`src/rtl/vga_controller_pkg.sv`:
```
// Shared VGA timing constants (640x480 @ 800x525 total) and a region decode helper.
package VGA_item_pack;

    localparam int COLOR_WIDTH = 4;
    localparam int CNT_W       = 10;

    localparam int H_ACTIVE = 640;
    localparam int H_FP     = 16;
    localparam int H_SYNC   = 96;
    localparam int H_BP     = 48;
    localparam int H_TOTAL  = H_ACTIVE + H_FP + H_SYNC + H_BP;

    localparam int V_ACTIVE = 480;
    localparam int V_FP     = 10;
    localparam int V_SYNC   = 2;
    localparam int V_BP     = 33;
    localparam int V_TOTAL  = V_ACTIVE + V_FP + V_SYNC + V_BP;

    typedef enum logic [1:0] {
        REG_ACTIVE,
        REG_FP,
        REG_SYNC,
        REG_BP
    } region_e;

    // Classifies one axis position; the back porch is whatever follows sync.
    function automatic region_e region_of(input logic [CNT_W-1:0] pos,
                                          input int act, input int fp, input int sync);
        if (pos < CNT_W'(act))
            return REG_ACTIVE;
        else if (pos < CNT_W'(act + fp))
            return REG_FP;
        else if (pos < CNT_W'(act + fp + sync))
            return REG_SYNC;
        else
            return REG_BP;
    endfunction

endpackage

```
`src/rtl/vga_sync_counter.sv`:
```
// Free-running h/v raster counters with region decode; held at 0,0 while disabled.
module vga_sync_counter
    import VGA_item_pack::*;
#(
    parameter int H_ACT   = H_ACTIVE,
    parameter int H_FRONT = H_FP,
    parameter int H_SYN   = H_SYNC,
    parameter int H_BACK  = H_BP,
    parameter int V_ACT   = V_ACTIVE,
    parameter int V_FRONT = V_FP,
    parameter int V_SYN   = V_SYNC,
    parameter int V_BACK  = V_BP
) (
    input  logic             clk,
    input  logic             rst_n,
    input  logic             enable,
    output logic [CNT_W-1:0] h,
    output logic [CNT_W-1:0] v,
    output logic             active,
    output logic             hsync_n,
    output logic             vsync_n
);

    localparam int H_TOT = H_ACT + H_FRONT + H_SYN + H_BACK;
    localparam int V_TOT = V_ACT + V_FRONT + V_SYN + V_BACK;

    logic [CNT_W-1:0] r_h;
    logic [CNT_W-1:0] r_v;
    region_e          w_h_region;
    region_e          w_v_region;

    always_ff @(posedge clk) begin
        if (!rst_n || !enable) begin
            r_h <= '0;
            r_v <= '0;
        end else if (r_h == CNT_W'(H_TOT - 1)) begin
            r_h <= '0;
            r_v <= (r_v == CNT_W'(V_TOT - 1)) ? '0 : r_v + CNT_W'(1);
        end else begin
            r_h <= r_h + CNT_W'(1);
        end
    end

    assign w_h_region = region_of(r_h, H_ACT, H_FRONT, H_SYN);
    assign w_v_region = region_of(r_v, V_ACT, V_FRONT, V_SYN);

    assign h       = r_h;
    assign v       = r_v;
    assign active  = (w_h_region == REG_ACTIVE) && (w_v_region == REG_ACTIVE);
    assign hsync_n = (w_h_region != REG_SYNC);
    assign vsync_n = (w_v_region != REG_SYNC);

endmodule

```
`src/rtl/vga_controller.sv`:
```
// VGA output stage: pixel handshake, one-cycle registered sync/color aligned to the
// counter state, frame-start pulse and sticky underflow flag.
module vga_controller
    import VGA_item_pack::*;
#(
    parameter int COLOR_W = COLOR_WIDTH,
    parameter int H_ACT   = H_ACTIVE,
    parameter int H_FRONT = H_FP,
    parameter int H_SYN   = H_SYNC,
    parameter int H_BACK  = H_BP,
    parameter int V_ACT   = V_ACTIVE,
    parameter int V_FRONT = V_FP,
    parameter int V_SYN   = V_SYNC,
    parameter int V_BACK  = V_BP
) (
    input  logic               clk,
    input  logic               rst_n,
    input  logic               enable,
    input  logic               pix_valid,
    input  logic [COLOR_W-1:0] pix_red,
    input  logic [COLOR_W-1:0] pix_green,
    input  logic [COLOR_W-1:0] pix_blue,
    output logic               pix_ready,
    input  logic               underflow_clr,
    output logic               HSync,
    output logic               VSync,
    output logic [COLOR_W-1:0] RED,
    output logic [COLOR_W-1:0] GREEN,
    output logic [COLOR_W-1:0] BLUE,
    output logic               frame_start,
    output logic               underflow
);

    logic [CNT_W-1:0]   w_h;
    logic [CNT_W-1:0]   w_v;
    logic               w_active;
    logic               w_hsync_n;
    logic               w_vsync_n;
    logic               w_xfer;
    logic               w_miss;

    logic               r_hsync_p1;
    logic               r_vsync_p1;
    logic [COLOR_W-1:0] r_red_p1;
    logic [COLOR_W-1:0] r_green_p1;
    logic [COLOR_W-1:0] r_blue_p1;
    logic               r_fstart_p1;
    logic               r_underflow;

    vga_sync_counter #(
        .H_ACT   (H_ACT),
        .H_FRONT (H_FRONT),
        .H_SYN   (H_SYN),
        .H_BACK  (H_BACK),
        .V_ACT   (V_ACT),
        .V_FRONT (V_FRONT),
        .V_SYN   (V_SYN),
        .V_BACK  (V_BACK)
    ) u_sync (
        .clk     (clk),
        .rst_n   (rst_n),
        .enable  (enable),
        .h       (w_h),
        .v       (w_v),
        .active  (w_active),
        .hsync_n (w_hsync_n),
        .vsync_n (w_vsync_n)
    );

    // rst_n gates ready so no pixel is consumed while the counters are being reset.
    assign pix_ready = rst_n && enable && w_active;
    assign w_xfer    = pix_ready && pix_valid;
    assign w_miss    = pix_ready && !pix_valid;

    // p0 -> p1: counter state and accepted pixel registered together
    always_ff @(posedge clk) begin
        if (!rst_n) begin
            r_hsync_p1  <= 1'b1;
            r_vsync_p1  <= 1'b1;
            r_red_p1    <= '0;
            r_green_p1  <= '0;
            r_blue_p1   <= '0;
            r_fstart_p1 <= 1'b0;
            r_underflow <= 1'b0;
        end else begin
            if (!enable) begin
                r_hsync_p1  <= 1'b1;
                r_vsync_p1  <= 1'b1;
                r_red_p1    <= '0;
                r_green_p1  <= '0;
                r_blue_p1   <= '0;
                r_fstart_p1 <= 1'b0;
            end else begin
                r_hsync_p1  <= w_hsync_n;
                r_vsync_p1  <= w_vsync_n;
                r_red_p1    <= w_xfer ? pix_red   : '0;
                r_green_p1  <= w_xfer ? pix_green : '0;
                r_blue_p1   <= w_xfer ? pix_blue  : '0;
                r_fstart_p1 <= (w_h == '0) && (w_v == '0);
            end
            // A new miss outranks a simultaneous clear.
            if (w_miss)
                r_underflow <= 1'b1;
            else if (underflow_clr)
                r_underflow <= 1'b0;
        end
    end

    assign HSync       = r_hsync_p1;
    assign VSync       = r_vsync_p1;
    assign RED         = r_red_p1;
    assign GREEN       = r_green_p1;
    assign BLUE        = r_blue_p1;
    assign frame_start = r_fstart_p1;
    assign underflow   = r_underflow;

endmodule

```
`config.mk`:
```
export PLATFORM = sky130hd
export DESIGN_NAME = vga_controller
export DESIGN_NICKNAME = d
export VERILOG_FILES = /design/src/rtl/vga_controller_pkg.sv /design/src/rtl/vga_sync_counter.sv /design/src/rtl/vga_controller.sv
export SDC_FILE = /design/constraint.sdc
export NUM_CORES = 1
export LEC_CHECK = 0
export ABC_AREA = 1
export CAP_MARGIN = 10
export CELL_PAD_IN_SITES_DETAIL_PLACEMENT = 0
export CELL_PAD_IN_SITES_GLOBAL_PLACEMENT = 1
export CORE_ASPECT_RATIO = 0.5
export CORE_MARGIN = 3
export CORE_UTILIZATION = 25
export DETAILED_ROUTE_END_ITERATION = 6
export GPL_ROUTABILITY_DRIVEN = 0
export PLACE_DENSITY_LB_ADDON = 0.1
export SKIP_LAST_GASP = 1
export SLEW_MARGIN = 5
export SYNTH_ARGS = -nofsm -noshare
export SYNTH_HDL_FRONTEND = slang
export SYNTH_SLANG_ARGS = --single-unit
```
`constraint.sdc`:
```
create_clock -name clk -period 3.2 [get_ports clk]
set_input_delay 0.8 -clock clk [delete_from_list [all_inputs] [get_ports clk]]
set_output_delay 0.8 -clock clk [all_outputs]
set_load 0.02 [all_outputs]
```
# Word level (Yosys, flattened, before mapping)
# Cells that the tools add are included.
# totals
reg_bits	36
out_inout_bits	17
inputBits	17
# op_classes
mux	9
magnitude_cmp	6
addsub	2
eq_ne	4
reduce_logical	18
# ops
op	count
$lt A10 B10 Y1 const B	3
$lt A10 B9 Y1 const B	3
$add A10 B1 Y10 const B	2
$eq A10 B10 Y1 const B	2
$logic_not A10 Y1	2
$mux W10	1
$mux W2	4
$logic_and A1 B1 Y1	6
$logic_not A2 Y1	2
$mux W1	4
$ne A2 B2 Y1 const B	2
$logic_not A1 Y1	3
$reduce_and A3 Y1	1
$reduce_and A2 Y1	1
$reduce_bool A2 Y1	1
$reduce_or A2 Y1	1
$logic_or A1 B1 Y1	1

# Depth between registers and ports, before layout
# Gate-level depths: netlist of the first run.
# logic_depth
depth_word	9
mapped_depth	9
ltp_nobuf	9

# Modules after synthesis
# A second synthesis of the first run with hierarchy kept.
# hier_totals
cells_unflattened	245
hier_area_um2	1739.2
# modules_own_cells
mod	area_per_inst_um2	n_inst	seq_area_each_um2	cells_per_inst
vga_sync_counter	1152.4	1	400.4	174
vga_controller	586.8	1	320.3	71

# Worst setup path before layout of the first run
# OpenSTA, ideal clock, no wires.
# synth_timing
kind	input-to-output
start	input port rst_n
end	output port pix_ready
n_path_buf	0
setup_slack_ns	1.044
t_arrival_ns	1.356
path_stages	4
cell_sequence	nand2_4 clkinv_4 nand2_4 nor3_2
# synth_between
elab_chain_len	2
# synth_lines
item	line	rtl
from (decl)	vga_controller.sv:17	input logic rst_n,
$logic_and A1 B1 Y1 (2 in series)	vga_controller.sv:71	assign pix_ready = rst_n && enable && w_active;
to (decl)	vga_controller.sv:23	output logic pix_ready,
# Every way passes these cells.

# Worst setup path in the final report of the first run
# Ends and elaborated chain as after synthesis.

==> impl_metrics.ini, run 1 <==
[drt]
ant_nets = 0
via_per_inst = 4.22
firstDrtPassIters = 4
drc = 0
vias = 1596
wl_per_cell_um = 11.7
wl_mm = 4.42
drt_first_iter_violations = 68

[logic_synthesis]
seq_area_frac_synth_pct = 41.6
synth_area_sq_um = 1730
yosys.area.top_type_share_pct = 41.6
synth-seq-cells = 36
syn_avg_cell_area_sq_um = 6.96
synth_cells = 249
synth_area_leader_cell = dfxtp_1
yosys_warnings = 0
ys_types = 22
synth_nets = 270
yosys-top-cells-area = dfxtp_1 42%, nand2_1 13%, inv_1 8.9%

[global_route]
grt_pass1_vias = 1541
grt.total_usage_pct = 12.4
grt_antenna_before_repair = 0
grt_overflow_total = 0
grt_max_degree = 13
grt_pass1_wl_mm = 7.49

[setup_path]
crit_chain = clkdlybuf4s50_1, nand2_4, clkinv_4, nand2_4, nor3_2, dlymetal6s2s_1
cp_data_arrival_time_ns = 1.94
crit_top_cell = nand2_4
path_class = primary input to output pin
cp_top_family = buffers and inverters
crit_fanout = 3
end_kind = output pin
cp_slowest_stage_delay_ns = 0.52
setup.worst_path.start_class = primary input
slowest_stage = clkdlybuf4s50_1
path_buf_inv = 3
crit_required_ns = 2.40

[sta]
rsz0062_at_grt = no
maxClockFrequency_mhz = 365
setup_viol = 0
final.setup.tns_ns = 0
skew_ns = 0.00584
tightest_slew_ns = 0.451
finalHoldViolCount = 0
relSlewSlack_pct = 69.8
period_needed_ns = 2.74
drv_slew = 0
post-route-period-util_pct = 85.7

[pwr]
power.share.clock_pct = 48.4
p_leak_nw = 0.959
power_density_nw_per_um2 = 443
p_sw_mw = 0.224
p_total_mw = 1.03
switching_share_pct = 21.9
p_int_mw = 0.802
ir_worst_vdd_uv = 132
seqPwrFrac_pct = 44.6
power_frac_comb_pct = 7.0

[finish]
nets = 310
num_antenna_cells = 0
layout-drive-gt1-share_pct = 10.0
n_fill_cell = 690
syn_to_final_growth_pct = 33.8

[floorplan]
core_area_sq_um = 6380
fp.dieW_um = 124
die_area_sq_um = 8030
num_rows = 20
die_h_um = 64.9
start_util_pct = 27.2
io_pins = 34

[flow_run]
max_cap_viol_count = 0

[cts]
cts_setup_buffers = 0
cts.hold.buffers_added = 0
clkLatencyLatePin_ns = 0.28
root_buffer = clkbuf_16
clockBufferDepth = 2
cts_tree = done
clock-sinks = 36
cts_made_buffers = 5
clkTransAtPathRegs_ns = 0.06
cts_max_level = 2

[hold_path]
hold_path.class = flop to flop

[placed_design]
place_hpwl_mm = 3.39
portBuffers = 33

[run_status]
status = finished, final reports clean
## power by group through the flow
| stage | combinational (mW) | clock, mW | sequential (mW) |
|---|---|---|---|
| 4_1_cts | 0.0734 | 0.521 | 0.458 |
| 2_1_floorplan | 0.0263 | 0 | 0.474 |
| 3_3_place_gp | 0.0729 | 0 | 0.468 |
| 3_5_place_dp | 0.0731 | 0 | 0.468 |
| 6_report | 0.0717 | 0.497 | 0.458 |
| 5_1_grt | 0.0788 | 0.543 | 0.459 |
## flip-flops by register name (all words and copies together) (netlist names)
register	flops
BLUE	4
GREEN	4
HSync	1
RED	4
VSync	1
frame_start	1
u_sync.h	10
u_sync.v	10
underflow	1
## per-layer routing
| layer | wire length [um] | GRT usage (%) | vias to the layer above |
|---|---|---|---|
| met4 | 76 | 4.97 | 0 |
| met3 | 400 | 5.41 | 8 |
| met1 | 2180 | 16.3 | 701 |
| met2 | 1760 | 17.6 | 44 |
| li1 | - | - | 843 |
| met5 | 0 | 0 | - |
## synthesized netlist by cell type
library cell,number
inv_1,41
nand2_4,2
dfxtp_1,36
nor2_1,37
nand2_1,59
nand4_1,3
a31oi_1,1
nand3b_1,1
nor3_2,1
clkinv_4,1
nor4_1,1
ha_1,4
a21boi_0,1
nor2_2,10
a21oi_1,8
nand2_2,4
nand3_1,28
xor2_1,2
buf_6,2
nor3_1,3
nor2_4,2
nor3b_1,2
## area by class of cell
cell class / count / area (sq um) / area share (%)
Sequential cell: 36 / 721 / 31.1
Clock buffer: 7 / 143 / 6.15
Clock inverter: 1 / 7.51 / 0.324
Tap cell: 88 / 110 / 4.75
Inverter: 42 / 163 / 7.02
Timing Repair Buffer: 35 / 348 / 15.0
Multi-Input combinational cell: 169 / 827 / 35.7
## cells by family after synthesis
| group | after synthesis | synth area share, % |
|---|---|---|
| adders and majority gates | 4 | 2.89 |
| xor gates and xnor gates | 2 | 1.01 |
| and+or+nand+nor | 153 | 40.7 |
| AOI/OAI and AO/OA | 10 | 3.11 |
| buffers and inverters | 44 | 10.7 |
| DFF | 36 | 41.6 |
## repair_timing
item | in CTS | in global routing
endpoints found under the setup margin | 0 | 1
gates resized for setup | 0 | 1
hold endpoints to repair | 0 | 0
## path summary, 6_finish.rpt
path,from,endpoint,slack (ns),cells after the start
worst max-delay path,rst_n,pix_ready,0.46,6
worst min-delay path,underflow,underflow,0.49,2
worst min register to register,underflow,underflow,0.49,2
worst max register to register,u_sync.h[0],u_sync.v[2],1.41,8
## worst reg2reg max path: stages (launching register included)
cell and delay (ns):
dfxtp_1 0.44, ha_1 0.25, nand2_2 0.08, nor2_2 0.13, nand3_1 0.25, nand2_2 0.28, nand2_1 0.11, inv_1 0.09
nor2_1 0.05
## per-stage QoR
step                instance area [sq um]  utilization (%)  std cells  setup WS, ns  hold slack, ns
detailed placement                   2170             33.9        370        0.0554           0.485
floorplan                            1730                -        249          1.04           0.460
finish                               2320             36.3        378         0.458           0.494
CTS                                  2320             36.3        378        0.0539           0.495
global placement                     2170             33.9        370        0.0694           0.488
global route                         2320             36.3        378         0.369           0.536
## cell usage in the layout, fill, tap and decap left out, drive strengths merged
master and instances:
a21boi 1, a21oi 8, a31oi 1, buf 2, clkbuf 7, clkdlybuf4s50 32, clkinv 1, clkinvlp 1
dfxtp 36, dlymetal6s2s 1, ha 4, inv 41, nand2 65, nand3 28, nand3b 1, nand4 3
nor2 49, nor3 4, nor3b 2, nor4 1, xor2 2
(Power assumes the default switching activity.)
==> run 2: changes to the inputs <==
- REMOVE_ABC_BUFFERS: unset -> 1
==> run 2 against run 1 <==
Critical path depth unchanged. Sequential share of layout area barely moved. Clock-buffer cell count down 1. Clock power fell by 1%. Clock skew decreased by 0.0015 ns. Via count fell by 0.94%. Wire length shrank 1.1%. Sequential power about the same. Fmax decreased by 1.7%. Largest power group unchanged.
==> impl_metrics.ini, run 2 (synthesis gave the netlist of run 1 again) <==
[finish]
stdcell_count = 378
num_antenna_cells = 0
layout_commonest_cell = nand2_1
mostFrequentLayoutCells = 59 x nand2_1, 41 x inv_1, 37 x nor2_1, 36 x dfxtp_1, 32 x clkdlybuf4s50_1
multi_input_area_sq_um = 827
nets = 310
n_fill_cell = 711
layout-drive-gt1-share_pct = 10.3
seq_area_sq_um = 721
syn_to_final_growth_pct = 33.7

[setup_path]
slowest_stage = clkdlybuf4s50_1
crit_fanout = 3
worstSetupPathDepth = 6
reg2reg_to = u_sync.v[3]
crit_chain = clkdlybuf4s50_1, nand2_4, clkinv_4, nand2_4, nor3_2, dlymetal6s2s_1
regToRegSetupSlack_ns = 1.46
cp_data_arrival_time_ns = 1.99
cp_slowest_stage_delay_ns = 0.52
crit_required_ns = 2.40
critical_path.startpoint = rst_n
reg2reg_from = u_sync.h[0]
cp_top_family = buffers and inverters
crit_end = pix_ready
path_buf_inv = 3
setup.worst_path.start_class = primary input
end_kind = output pin
rr_worst_depth = 8
path_class = primary input to output pin
crit_top_cell = nand2_4

[floorplan]
io_pins = 34
start_util_pct = 27.2
num_rows = 20
core_area_sq_um = 6380
die_area_sq_um = 8030
fp.dieW_um = 124
die_h_um = 64.9

[sta]
post-route-period-util_pct = 87.2
drv_slew = 0
skew_ns = 0.00437
tightest_slew_ns = 0.395
rsz0062_at_grt = no
final.setup.tns_ns = 0
maxClockFrequency_mhz = 358
setup_viol = 0
period_needed_ns = 2.79
relSlewSlack_pct = 73.6
finalHoldViolCount = 0

[pwr]
power_density_nw_per_um2 = 441
ir_worst_vdd_uv = 197
p_leak_nw = 0.965

[cts]
root_buffer = clkbuf_16
cts_setup_buffers = 0
cts_tree = done
clkLatencyLatePin_ns = 0.28
ctsResizeCount = 0
cts.hold.buffers_added = 0
cts_made_buffers = 5
clkTransAtPathRegs_ns = 0.05
clockBufferDepth = 2
clock-sinks = 36
cts_max_level = 2

[global_route]
grt_antenna_before_repair = 0
grt.total_usage_pct = 12.4
grt_pass1_wl_mm = 7.60
grt_max_degree = 13
grt_overflow_total = 0
grt_pass1_vias = 1541

[drt]
firstDrtPassIters = 4
vias = 1581
wl_per_cell_um = 11.6
drc = 0
wl_mm = 4.37
drt_first_iter_violations = 106
ant_nets = 0
via_per_inst = 4.18

[flow_run]
max_cap_viol_count = 0

[hold_path]
min_path_cells = 2
hold_path.class = flop to flop
hp-start = underflow

[placed_design]
post-place-cells = 370
place_hpwl_mm = 3.40
portBuffers = 33

[run_status]
status = finished, final reports clean
## run 2: per-layer routing
| metal | wire length [um] | global-route usage (%) |
|---|---|---|
| met5 | 0 | 0 |
| met4 | 66 | 4.14 |
| met3 | 417 | 6.19 |
| met2 | 1790 | 18.0 |
| met1 | 2100 | 15.9 |
## run 2: power breakdown
part           switching (mW)  total [mW]  internal, mW  leakage [nW]
clock network           0.185       0.492         0.307        0.0766
registers             0.00356       0.458         0.455         0.292
logic                  0.0339      0.0714        0.0375         0.597
total                   0.222        1.02         0.799         0.965
## run 2: cell type report
class | instances | share of cell area (%)
multi-input cells | 169 | 35.7
clock inverters | 2 | 0.432
repair buffers | 35 | 15.0
well taps | 88 | 4.75
flip-flops and latches | 36 | 31.1
clock buffers | 6 | 5.99
inverters | 42 | 7.02
## run 2: worst min-delay path by stage
stage	end	slack, ns
after global placement	underflow	0.46
final	underflow	0.47
after floorplan	u_sync.v[0]	0.46
after global routing	u_sync.v[8]	0.53
after detailed placement	underflow	0.46
after CTS	underflow	0.47
## run 2: worst reg2reg max path, stage by stage, from the launching register on
cell	delay, ns
dfxtp_1	0.46
ha_1	0.26
nand2_2	0.08
nor2_2	0.12
nand3_1	0.21
nand2_2	0.26
nand2_1	0.13
inv_1	0.09
nor2_1	0.04
## run 2: metrics by stage
stage / hold slack (ns) / setup slack [ns] / util, % / instance area (sq um) / power, mW
floorplan: 0.460 / 1.04 / - / 1710 / 0.499
global placement: 0.461 / 0.0539 / 33.9 / 2170 / 0.541
detailed placement: 0.464 / 0.0203 / 33.9 / 2170 / 0.541
CTS: 0.471 / 0.0103 / 36.3 / 2310 / 1.04
global route: 0.529 / 0.368 / 36.3 / 2320 / 1.08
finish: 0.471 / 0.411 / 36.3 / 2320 / 1.02
==> run 3: changes to the inputs <==
==> constraint.sdc (replaced) <==
create_clock -name clk -period 3.2 [get_ports clk]
set_input_delay 0.8 -clock clk [delete_from_list [all_inputs] [get_ports clk]]
set_output_delay 0.8 -clock clk [all_outputs]
set_load 0.01 [all_outputs]
==> run 3 against run 2 <==
Global-route usage fell by 0.57 points. Utilization barely moved. Clock power fell by 2%. Via count rose by 0.57%. Final cell count did not move. Final area fell by 0.11%. Clock skew barely moved. Largest cell class unchanged. Non-clock buffer count did not move. Combinational power fell by 5.7%. Critical path depth did not move.
==> impl_metrics.ini, run 3 (synthesis gave the netlist of run 1 again) <==
[run_status]
status = finished, final reports clean

[sta]
tightest_slew_ns = 0.416
rsz0062_at_grt = no
relSlewSlack_pct = 72.2
period_needed_ns = 3.09
finalHoldViolCount = 0
final.setup.tns_ns = 0
fin_ws_ns = 0.110
setup_viol = 0
maxClockFrequency_mhz = 324
whs_ns = 0.482
skew_ns = 0.00440
post-route-period-util_pct = 96.6
drv_slew = 0

[pwr]
p_total_mw = 1.01
p_sw_mw = 0.211
switching_share_pct = 20.9
ir_worst_vdd_uv = 157
power_frac_comb_pct = 6.7
power.share.clock_pct = 47.9
seqPwrFrac_pct = 45.4
power_density_nw_per_um2 = 436
p_leak_nw = 0.951
p_int_mw = 0.799

[floorplan]
die_h_um = 64.9
io_pins = 34
fp.dieW_um = 124
start_util_pct = 27.2
core_area_sq_um = 6380
num_rows = 20
die_area_sq_um = 8030

[cts]
cts_setup_buffers = 0
clkLatencyLatePin_ns = 0.28
cts_tree = done
clockBufferDepth = 2
cts_made_buffers = 5
ctsResizeCount = 0
clkTransAtPathRegs_ns = 0.05
clock-sinks = 36
cts_max_level = 2
root_buffer = clkbuf_16
cts.hold.buffers_added = 0

[global_route]
grt_overflow_total = 0
grt_antenna_before_repair = 0
grt_pass1_wl_mm = 7.28
grt_pass1_vias = 1547
grt_max_degree = 13
grt.total_usage_pct = 11.8

[hold_path]
min_path_cells = 2
hold_path.class = flop to flop
hold_path_end = underflow
hp-start = underflow

[setup_path]
crit_fanout = 3
path_class = primary input to output pin
end_kind = output pin
crit_required_ns = 2.40
reg2reg_to = u_sync.v[3]
regToRegSetupSlack_ns = 1.42
rr_worst_depth = 8
reg2reg_from = u_sync.h[0]
cp_data_arrival_time_ns = 2.29
setup.worst_path.start_class = primary input

[drt]
vias = 1590
drc = 0
ant_nets = 0
drt_first_iter_violations = 111
wl_mm = 4.39
firstDrtPassIters = 4
wl_per_cell_um = 11.6
via_per_inst = 4.21

[finish]
mostFrequentLayoutCells = 59 x nand2_1, 41 x inv_1, 37 x nor2_1, 36 x dfxtp_1, 33 x clkdlybuf4s50_1
layout_commonest_cell = nand2_1
syn_to_final_growth_pct = 33.6
fin_area_sq_um = 2310
nets = 310
seq_area_sq_um = 721
multi_input_area_sq_um = 827
layout-drive-gt1-share_pct = 10.3
num_antenna_cells = 0
n_fill_cell = 696

[placed_design]
dpl-instance-area_sq_um = 2170
place_hpwl_mm = 3.44
post-place-ws_ns = 0.0972
portBuffers = 33

[flow_run]
max_cap_viol_count = 0
## run 3: changes by cell type in the layout (fill, tap and decap cells not counted), sizes merged
cell / delta
clkdlybuf4s50: +1
dlymetal6s2s: -1
## run 3: area by class of cell
type                    count  share of cell area, %
repair buffers             35                   14.9
well taps                  88                   4.76
inverters                  42                   7.03
clock inverters             2                  0.432
flip-flops and latches     36                   31.1
clock buffers               6                   6.00
multi-input cells         169                   35.7
## run 3: per-layer routing
metal  GRT usage (%)  share of wire (%)
met5               0                  0
met1            14.9                 49
met2            18.0                 42
met3            5.75                8.8
met4            3.31               0.62
## run 3: per-stage QoR
step / util [%] / cells
CTS: 36.3 / 378
global placement: 33.9 / 370
detailed placement: 33.9 / 370
finish: 36.3 / 378
floorplan: - / 247
global route: 36.3 / 378
## run 3: power by group through the flow
stage | combinational [mW] | sequential (mW) | clock, mW
floorplan | 0.0247 | 0.470 | 0
global placement | 0.0682 | 0.468 | 0
detailed placement | 0.0687 | 0.468 | 0
CTS | 0.0690 | 0.458 | 0.506
global route | 0.0737 | 0.459 | 0.526
finish | 0.0673 | 0.458 | 0.484
## run 3: how the worst max path moves through the flow
stage,startpoint,endpoint
2_1_floorplan,rst_n,pix_ready
3_3_place_gp,rst_n,pix_ready
3_5_place_dp,rst_n,pix_ready
4_1_cts,rst_n,pix_ready
5_1_grt,rst_n,pix_ready
6_report,rst_n,pix_ready
## run 3: worst max-delay path, cell delays in order
cell and delay, ns:
clkdlybuf4s50_1 0.52, nand2_4 0.08, clkinv_4 0.05, nand2_4 0.04
nor3_2 0.21, clkdlybuf4s50_1 0.58
